===== config.mk =====
export PLATFORM = sky130hd
export DESIGN_NAME = pipe_instr_ctrl_flat
export DESIGN_NICKNAME = d
export VERILOG_FILES = /design/src/rtl/pipe_instr_ctrl_if.sv /design/src/rtl/pipe_instr_ctrl.sv /design/src/flat_wrapper.sv
export SDC_FILE = /design/constraint.sdc
export NUM_CORES = 1
export LEC_CHECK = 0
export CORE_UTILIZATION = 47
export DETAILED_ROUTE_END_ITERATION = 10
export PLACE_DENSITY = 0.76
export SKIP_CTS_REPAIR_TIMING = 1
export SLEW_MARGIN = 20
export SYNTH_ARGS = -nofsm -noshare
export SYNTH_HDL_FRONTEND = slang
export SYNTH_SLANG_ARGS = --single-unit

===== constraint.sdc =====
create_clock -name clk -period 3.4 [get_ports clk]
set_clock_uncertainty 0.2 [all_clocks]
set_input_delay 0.68 -clock clk [delete_from_list [all_inputs] [get_ports clk]]
set_output_delay 0.68 -clock clk [all_outputs]
set_load 0.01 [all_outputs]

===== src/rtl/pipe_instr_ctrl_if.sv =====
// Purpose: bundles the fetch-side inputs and the stage/pipeline-status outputs
//          of the instruction pipeline controller.
// Signals:
//   F_instr, F_valid        fetched instruction and its valid bit
//   flush_F_D               squash request from the X-stage decoder
//   dmem_stall              data memory not ready, freeze the pipe
//   D/X/M/W_instr           stage instructions (NOP in bubbled stages)
//   X/M/W_valid             stage holds a real instruction
//   pc_enable               PC/fetch may advance this cycle (combinational)
//   load_use_stall          load-use hazard stall active (combinational)
//   instret                 retired-instruction counter
// Modports: master = fetch/decoder/memory side, slave = pipeline controller.
interface pipe_instr_ctrl_if #(
  parameter int unsigned CNT_W = 32
);
  logic [31:0]      F_instr;
  logic             F_valid;
  logic             flush_F_D;
  logic             dmem_stall;
  logic [31:0]      D_instr;
  logic [31:0]      X_instr;
  logic [31:0]      M_instr;
  logic [31:0]      W_instr;
  logic             X_valid;
  logic             M_valid;
  logic             W_valid;
  logic             pc_enable;
  logic             load_use_stall;
  logic [CNT_W-1:0] instret;

  modport master (
    output F_instr, F_valid, flush_F_D, dmem_stall,
    input  D_instr, X_instr, M_instr, W_instr,
    input  X_valid, M_valid, W_valid,
    input  pc_enable, load_use_stall, instret
  );

  modport slave (
    input  F_instr, F_valid, flush_F_D, dmem_stall,
    output D_instr, X_instr, M_instr, W_instr,
    output X_valid, M_valid, W_valid,
    output pc_enable, load_use_stall, instret
  );
endinterface


===== src/rtl/pipe_instr_ctrl.sv =====
// Purpose: owns the D->X->M->W instruction registers, inserts bubbles on
//          load-use hazards, squashes D/X on a decoder flush, freezes on a
//          data-memory wait and counts retired instructions.
// Ports:
//   clk    system clock, rising edge
//   rst_n  asynchronous active-low reset
//   bus    pipe_instr_ctrl_if.slave (fetch inputs, stage outputs, status)
module pipe_instr_ctrl #(
  parameter logic [31:0] NOP_INSTR = 32'h0000_0013,
  parameter int unsigned CNT_W     = 32
) (
  input  logic             clk,
  input  logic             rst_n,
  pipe_instr_ctrl_if.slave bus
);

  localparam logic [4:0] OPC_LOAD  = 5'b00000;
  localparam logic [4:0] OPC_LUI   = 5'b01101;
  localparam logic [4:0] OPC_AUIPC = 5'b00101;
  localparam logic [4:0] OPC_JAL   = 5'b11011;
  localparam logic [4:0] OPC_OP    = 5'b01100;
  localparam logic [4:0] OPC_STORE = 5'b01000;
  localparam logic [4:0] OPC_BR    = 5'b11000;

  logic [31:0]      d_instr_q, d_instr_d;
  logic [31:0]      x_instr_q, x_instr_d;
  logic [31:0]      m_instr_q, m_instr_d;
  logic [31:0]      w_instr_q, w_instr_d;
  logic             d_valid_q, d_valid_d;
  logic             x_valid_q, x_valid_d;
  logic             m_valid_q, m_valid_d;
  logic             w_valid_q, w_valid_d;
  logic [CNT_W-1:0] instret_q, instret_d;

  logic             load_use_c;
  logic             pc_enable_c;

  // Load-use hazard between the load in X and its consumer in D.
  always_comb begin
    logic [4:0] d_opc;
    logic [4:0] x_rd;
    logic       uses_rs1;
    logic       uses_rs2;
    logic       x_is_load;
    d_opc     = d_instr_q[6:2];
    x_rd      = x_instr_q[11:7];
    uses_rs1  = !((d_opc == OPC_LUI) || (d_opc == OPC_AUIPC) || (d_opc == OPC_JAL));
    uses_rs2  = (d_opc == OPC_OP) || (d_opc == OPC_STORE) || (d_opc == OPC_BR);
    x_is_load = (x_instr_q[6:2] == OPC_LOAD);
    load_use_c = x_valid_q && x_is_load && (x_rd != 5'd0) && d_valid_q &&
                 ((uses_rs1 && (d_instr_q[19:15] == x_rd)) ||
                  (uses_rs2 && (d_instr_q[24:20] == x_rd)));
  end

  // Fetch may advance unless frozen, or stalled without a redirect.
  assign pc_enable_c = !bus.dmem_stall && (bus.flush_F_D || !load_use_c);

  // Next-state: dmem_stall > flush > load-use stall > normal advance.
  always_comb begin
    d_instr_d = d_instr_q;
    x_instr_d = x_instr_q;
    m_instr_d = m_instr_q;
    w_instr_d = w_instr_q;
    d_valid_d = d_valid_q;
    x_valid_d = x_valid_q;
    m_valid_d = m_valid_q;
    w_valid_d = w_valid_q;
    instret_d = instret_q;

    if (!bus.dmem_stall) begin
      if (w_valid_q) begin
        instret_d = instret_q + CNT_W'(1);
      end
      // M and W always drain when the pipe is not frozen.
      w_instr_d = m_instr_q;
      w_valid_d = m_valid_q;
      m_instr_d = x_instr_q;
      m_valid_d = x_valid_q;

      if (bus.flush_F_D) begin
        x_instr_d = NOP_INSTR;
        x_valid_d = 1'b0;
        d_instr_d = NOP_INSTR;
        d_valid_d = 1'b0;
      end else if (load_use_c) begin
        // D holds; the single bubble lets the load reach M before the consumer reaches X.
        x_instr_d = NOP_INSTR;
        x_valid_d = 1'b0;
      end else begin
        x_instr_d = d_instr_q;
        x_valid_d = d_valid_q;
        d_instr_d = bus.F_valid ? bus.F_instr : NOP_INSTR;
        d_valid_d = bus.F_valid;
      end
    end
  end

  // Pipeline and counter registers.
  always_ff @(posedge clk or negedge rst_n) begin
    if (!rst_n) begin
      d_instr_q <= NOP_INSTR;
      x_instr_q <= NOP_INSTR;
      m_instr_q <= NOP_INSTR;
      w_instr_q <= NOP_INSTR;
      d_valid_q <= 1'b0;
      x_valid_q <= 1'b0;
      m_valid_q <= 1'b0;
      w_valid_q <= 1'b0;
      instret_q <= '0;
    end else begin
      d_instr_q <= d_instr_d;
      x_instr_q <= x_instr_d;
      m_instr_q <= m_instr_d;
      w_instr_q <= w_instr_d;
      d_valid_q <= d_valid_d;
      x_valid_q <= x_valid_d;
      m_valid_q <= m_valid_d;
      w_valid_q <= w_valid_d;
      instret_q <= instret_d;
    end
  end

  assign bus.D_instr        = d_instr_q;
  assign bus.X_instr        = x_instr_q;
  assign bus.M_instr        = m_instr_q;
  assign bus.W_instr        = w_instr_q;
  assign bus.X_valid        = x_valid_q;
  assign bus.M_valid        = m_valid_q;
  assign bus.W_valid        = w_valid_q;
  assign bus.pc_enable      = pc_enable_c;
  assign bus.load_use_stall = load_use_c;
  assign bus.instret        = instret_q;

endmodule

===== src/flat_wrapper.sv =====
// flat-port wrapper written by rule: the top's interface ports become plain ports
module pipe_instr_ctrl_flat 
#(
  parameter logic [31:0] NOP_INSTR = 32'h0000_0013,
  parameter int unsigned CNT_W     = 32
)
  (clk, rst_n, bus_F_instr, bus_F_valid, bus_flush_F_D, bus_dmem_stall, bus_D_instr, bus_X_instr, bus_M_instr, bus_W_instr, bus_X_valid, bus_M_valid, bus_W_valid, bus_pc_enable, bus_load_use_stall, bus_instret);
  pipe_instr_ctrl_if #(.CNT_W(CNT_W)) bus_i ();
  input  logic clk;
  input  logic rst_n;
  input wire logic [$bits(bus_i.F_instr)-1:0] bus_F_instr;
  input wire logic [$bits(bus_i.F_valid)-1:0] bus_F_valid;
  input wire logic [$bits(bus_i.flush_F_D)-1:0] bus_flush_F_D;
  input wire logic [$bits(bus_i.dmem_stall)-1:0] bus_dmem_stall;
  output wire logic [$bits(bus_i.D_instr)-1:0] bus_D_instr;
  output wire logic [$bits(bus_i.X_instr)-1:0] bus_X_instr;
  output wire logic [$bits(bus_i.M_instr)-1:0] bus_M_instr;
  output wire logic [$bits(bus_i.W_instr)-1:0] bus_W_instr;
  output wire logic [$bits(bus_i.X_valid)-1:0] bus_X_valid;
  output wire logic [$bits(bus_i.M_valid)-1:0] bus_M_valid;
  output wire logic [$bits(bus_i.W_valid)-1:0] bus_W_valid;
  output wire logic [$bits(bus_i.pc_enable)-1:0] bus_pc_enable;
  output wire logic [$bits(bus_i.load_use_stall)-1:0] bus_load_use_stall;
  output wire logic [$bits(bus_i.instret)-1:0] bus_instret;
  assign bus_i.F_instr = bus_F_instr;
  assign bus_i.F_valid = bus_F_valid;
  assign bus_i.flush_F_D = bus_flush_F_D;
  assign bus_i.dmem_stall = bus_dmem_stall;
  assign bus_D_instr = bus_i.D_instr;
  assign bus_X_instr = bus_i.X_instr;
  assign bus_M_instr = bus_i.M_instr;
  assign bus_W_instr = bus_i.W_instr;
  assign bus_X_valid = bus_i.X_valid;
  assign bus_M_valid = bus_i.M_valid;
  assign bus_W_valid = bus_i.W_valid;
  assign bus_pc_enable = bus_i.pc_enable;
  assign bus_load_use_stall = bus_i.load_use_stall;
  assign bus_instret = bus_i.instret;
  pipe_instr_ctrl #(.NOP_INSTR(NOP_INSTR), .CNT_W(CNT_W)) u_core (.clk(clk), .rst_n(rst_n), .bus(bus_i));
endmodule

# After elaboration in Yosys (flattened, before gate mapping)
# Cells that the tools add are included.
# classes
addsub	1
n_eq_ne	9
mux	9
bitwise_logic	1
reduce_logical	20
# ops
cell	n
32-bit 2-to-1 mux	5
32-bit by 1-bit adder with 32-bit output (second input constant)	1
5-bit by 4-bit == test with 1-bit output (second input constant)	3
5-bit == test	2
5-bit == test (second input constant)	2
1-bit logical AND	7
1-bit logical OR	6
5-bit by 3-bit == test with 1-bit output (second input constant)	1
5-bit zero test	1
5-bit nonzero test	1
1-bit 2-to-1 mux	4
2-bit AND reduction	2
1-bit zero test	3
2-bit != test (second input constant)	1
1-bit inverter	1
# word_totals
register_bits	164
inputBits	37
out_inout_bits	165
elab_cells	49

# Depth between registers and ports, before layout
# depth
word_depth	10
depth_mapped	8
depth_no_buf	5

# Worst setup path after synthesis
# OpenSTA, ideal clock, no wires.
# synth_timing
path_type	register -> output
from	reg u_core.x_instr_q[7] (netlist: u_core.bus.X_instr[7])
to	out bus_pc_enable
arrival_ns	1.959
required_time_ns	2.520
path_slack_ns	0.561
path_stages_with_launch	6
path_buffers	1
path_cell_list	dfrtp_1 -> or4_1 -> o211ai_1 -> nor2_1 -> a221oi_4 -> buf_4
# synth_via
elab_chain_len	7
elab_cells_between_ends	12
cone_classes	eq/ne (2); reduce/logical (10)
# synth_lines
item	line_no	rtl
start: declaration	pipe_instr_ctrl.sv:26	logic [31:0] x_instr_q, x_instr_d;
start signal: assignment	pipe_instr_ctrl.sv:112	x_instr_q <= x_instr_d;
5-bit == test, or another cell as far along	pipe_instr_ctrl.sv:51	((uses_rs1 && (d_instr_q[19:15] == x_rd)) ||
1-bit logical AND, on equally long branches	pipe_instr_ctrl.sv:51, pipe_instr_ctrl.sv:50, pipe_instr_ctrl.sv:52	
1-bit logical OR / 1-bit logical AND (equally long branches)	pipe_instr_ctrl.sv:51, pipe_instr_ctrl.sv:50	
1-bit logical AND (*)	pipe_instr_ctrl.sv:50	load_use_c = x_valid_q && x_is_load && (x_rd != 5'd0) && d_valid_q &&
1-bit zero test (*)	pipe_instr_ctrl.sv:56	assign pc_enable_c = !bus.dmem_stall && (bus.flush_F_D || !load_use_c);
1-bit logical OR (*)	pipe_instr_ctrl.sv:56	
1-bit logical AND (*)	pipe_instr_ctrl.sv:56	
end: declaration	flat_wrapper.sv:22	output wire logic [$bits(bus_i.pc_enable)-1:0] bus_pc_enable;
# Every way passes the cells marked *; elsewhere a longest branch is shown, timed or not.

# Worst setup path after layout
# Same ends and word-level chain as after synthesis.

==> impl_metrics.py <==
metrics = {
    "routing": {
        "vias": 5007,
        "dr.pass1.iters": 4,
        "drt_iter0_markers": 303,
        "wl_um": 17500,
        "wire_per_inst_um": 18.6,
        "via_per_inst": 5.31,
        "drc": 0,
        "ant_nets": 0,
    },
    "pwr": {
        "p_sw_share_pct": 22.8,
        "p_sw_mw": 1.14,
        "p_comb_share_pct": 12.9,
        "powerDensity_nw_per_um2": 512,
        "clock_power_share_pct": 43.7,
        "p_int_mw": 3.87,
        "peakVddDrop_v": 0.000355,
        "power.leakage_nw": 4.46,
        "pwr-share-seq_pct": 43.4,
    },
    "yosys": {
        "synth-seq-cells": 164,
        "seq_area_frac_synth_pct": 60.0,
        "ys_types": 43,
        "synth_area_leaders": "dfrtp_1 55%, mux2_2 11%, dfstp_2 4.6%, mux2i_1 4.2%, nand2_1 4.0%",
        "avgSynthCellArea_um2": 12.6,
        "synth.net_count": 584,
        "yosys_warnings": 0,
        "yosysTopAreaCellShare_pct": 55.4,
        "synth-edff-count": 0,
        "synthCells": 546,
        "synth_top_flop_cell": "dfrtp_1",
        "syn-cell-area_um2": 6870,
        "ys_async_sr_fraction_pct": 100,
        "yosys.area.top_type": "dfrtp_1",
    },
    "critical_path": {
        "critical_path_class": "reg -> out",
        "path_max_fanout": 3,
        "end_kind": "output pin",
        "critPathSlowestCell": "or4_1",
        "slowest_delay_ps": 520,
        "cp_data_arrival_time_ps": 2300,
        "cp_cell_sequence": "or4_1, o211ai_1, nor2_1, a221oi_4, dlymetal6s2s_1",
        "start_kind": "flip-flop",
        "r2r_slack_ps": 530,
        "cp.required_ps": 2520,
        "startpoint": "u_core.bus.X_instr[7]",
        "r2r-start": "u_core.bus.X_instr[7]",
    },
    "min_path": {
        "min_path_type": "in -> async",
    },
    "global_routing": {
        "grt_max_degree": 80,
        "grt_pass1_wl_um": 27200,
        "grt.total_usage_pct": 24.2,
        "grt_pass1_vias": 5040,
        "overflow": 0,
        "antenna_found_initial": 0,
    },
    "clock_network": {
        "cts_buffer_depth": 2,
        "cts_sinks": 164,
        "cts_tree": "done",
        "htree_levels": 4,
        "clk_pin_slew_ps": 60,
        "cts-root-buf": "clkbuf_16",
        "insertion_delay_ps": 430,
        "cts_buffers": 17,
    },
    "timing": {
        "hold_ws_ps": 83.1,
        "setup_viol": 0,
        "tns_ps": 0,
        "fin_ws_ps": 222,
        "hold_viol": 0,
        "slew_headroom_pct": 45.0,
        "grt_setup_unrepaired": "no",
        "drv_slew": 0,
        "fin_crit_sh_pct": 93.5,
        "fmaxAchievable_mhz": 315,
        "min_period_ps": 3180,
        "tightest_slew_ps": 825,
    },
    "finish": {
        "diodes": 0,
        "design_area_um2": 9790,
        "drive_gt1_share_pct": 18.9,
        "utilization_pct": 69.7,
        "final_nets": 788,
        "synthToLayoutAreaGrowth_pct": 42.5,
        "final_common_cell": "clkdlybuf4s50_1",
        "fillCellCount": 1009,
        "final_cell_mix": "197 x clkdlybuf4s50_1, 152 x dfrtp_1, 74 x nand2_1",
    },
    "place": {
        "placed_area_um2": 9100,
        "gp_congestion": 0.798,
        "preCtsSetupSlack_ps": 274,
        "dp_hpwl_um": 12200,
        "portBuffers": 201,
    },
    "floorplan": {
        "row_count": 43,
        "ios": 202,
        "core_um2": 14000,
        "initial_core_util_pct": 48.9,
        "die_h_um": 123,
        "fp.dieW_um": 123,
        "dieArea_um2": 15100,
    },
    "flow_run": {
        "maxCapViolCount": 0,
    },
    "outcome": {
        "status": "finished clean",
    },
}
## Yosys cell counts, types with 2 or more instances
cell type	n
xnor2_1	20
clkbuf_1	26
nand3_1	8
nor2b_1	2
dfrtp_1	152
buf_4	3
inv_1	34
mux2i_1	29
or4_4	2
nor2_1	13
xor2_1	20
o41a_1	3
dfstp_2	12
nor4_1	2
nand4_1	5
mux2_2	70
or4_1	2
nand2b_1	6
and3_1	3
nand2_1	74
nor3_1	9
o41ai_1	30
## registers in the layout (all words and copies together), names as in the netlist
name and count:
u_core.bus.D_instr 32, u_core.bus.M_instr 32, u_core.bus.M_valid 1, u_core.bus.W_instr 32
u_core.bus.W_valid 1, u_core.bus.X_instr 32, u_core.bus.X_valid 1, u_core.bus.instret 32
u_core.d_valid_q 1
## area by class of cell
class	instances	area, um2	area share [%]
clock buffers	23	478	4.88
repair buffers	217	2150	21.9
well taps	180	225	2.30
multi-input cells	316	2490	25.5
clock inverters	9	199	2.03
inverters	34	128	1.30
flip-flops and latches	164	4120	42.1
## power by group through the flow
stage                     clock network (mW)  registers, mW  logic [mW]
after floorplan                            0           2.25       0.209
after global placement                     0           2.20       0.640
after detailed placement                   0           2.21       0.652
after CTS                               2.22           2.18       0.657
after global routing                    2.31           2.19       0.696
final                                   2.19           2.18       0.648
## routing by layer
layer	routed length, um	global-route usage [%]	vias up
li1	-	-	2295
met5	0	0	-
met3	1440	8.72	29
met1	7140	29.7	2504
met2	8520	38.7	179
met4	433	9.83	0
## cell families (layout without fill, tap and decap cells)
group / count (synthesis) / count (layout) / synth area share, %
multiplexers: 99 / 99 / 15.7
adder cells (fa/ha/maj): 1 / 1 / 0.182
flip-flops: 164 / 164 / 60.0
XOR/XNOR: 41 / 41 / 5.34
AND/OR/NAND/NOR: 136 / 136 / 9.65
AO/OA/AOI/OAI: 39 / 39 / 5.26
buffers and inverters: 66 / 283 / 3.90
## critical path: cells and delay by family (launching register included)
family	cells	cell delay, ps
AND/OR/NAND/NOR	2	640
buffers and inverters	1	200
flip-flops	1	370
AO/OA/AOI/OAI	2	650
## worst paths after layout
check	endpoint	cells after the start
max in group asynchronous	u_core.bus.W_instr[1]	2
max	bus_pc_enable	5
min	u_core.bus.instret[9]	1
min reg2reg	u_core.bus.instret[31]	1
max reg2reg	u_core.bus.D_instr[0]	6
min in group clk	u_core.bus.instret[31]	1
## per-stage QoR
step	instances	power, mW
detailed placement	911	2.86
global placement	911	2.84
CTS	943	5.06
finish	943	5.01
floorplan	546	2.46
global route	943	5.20
Power figures use the tool's default switching activity.
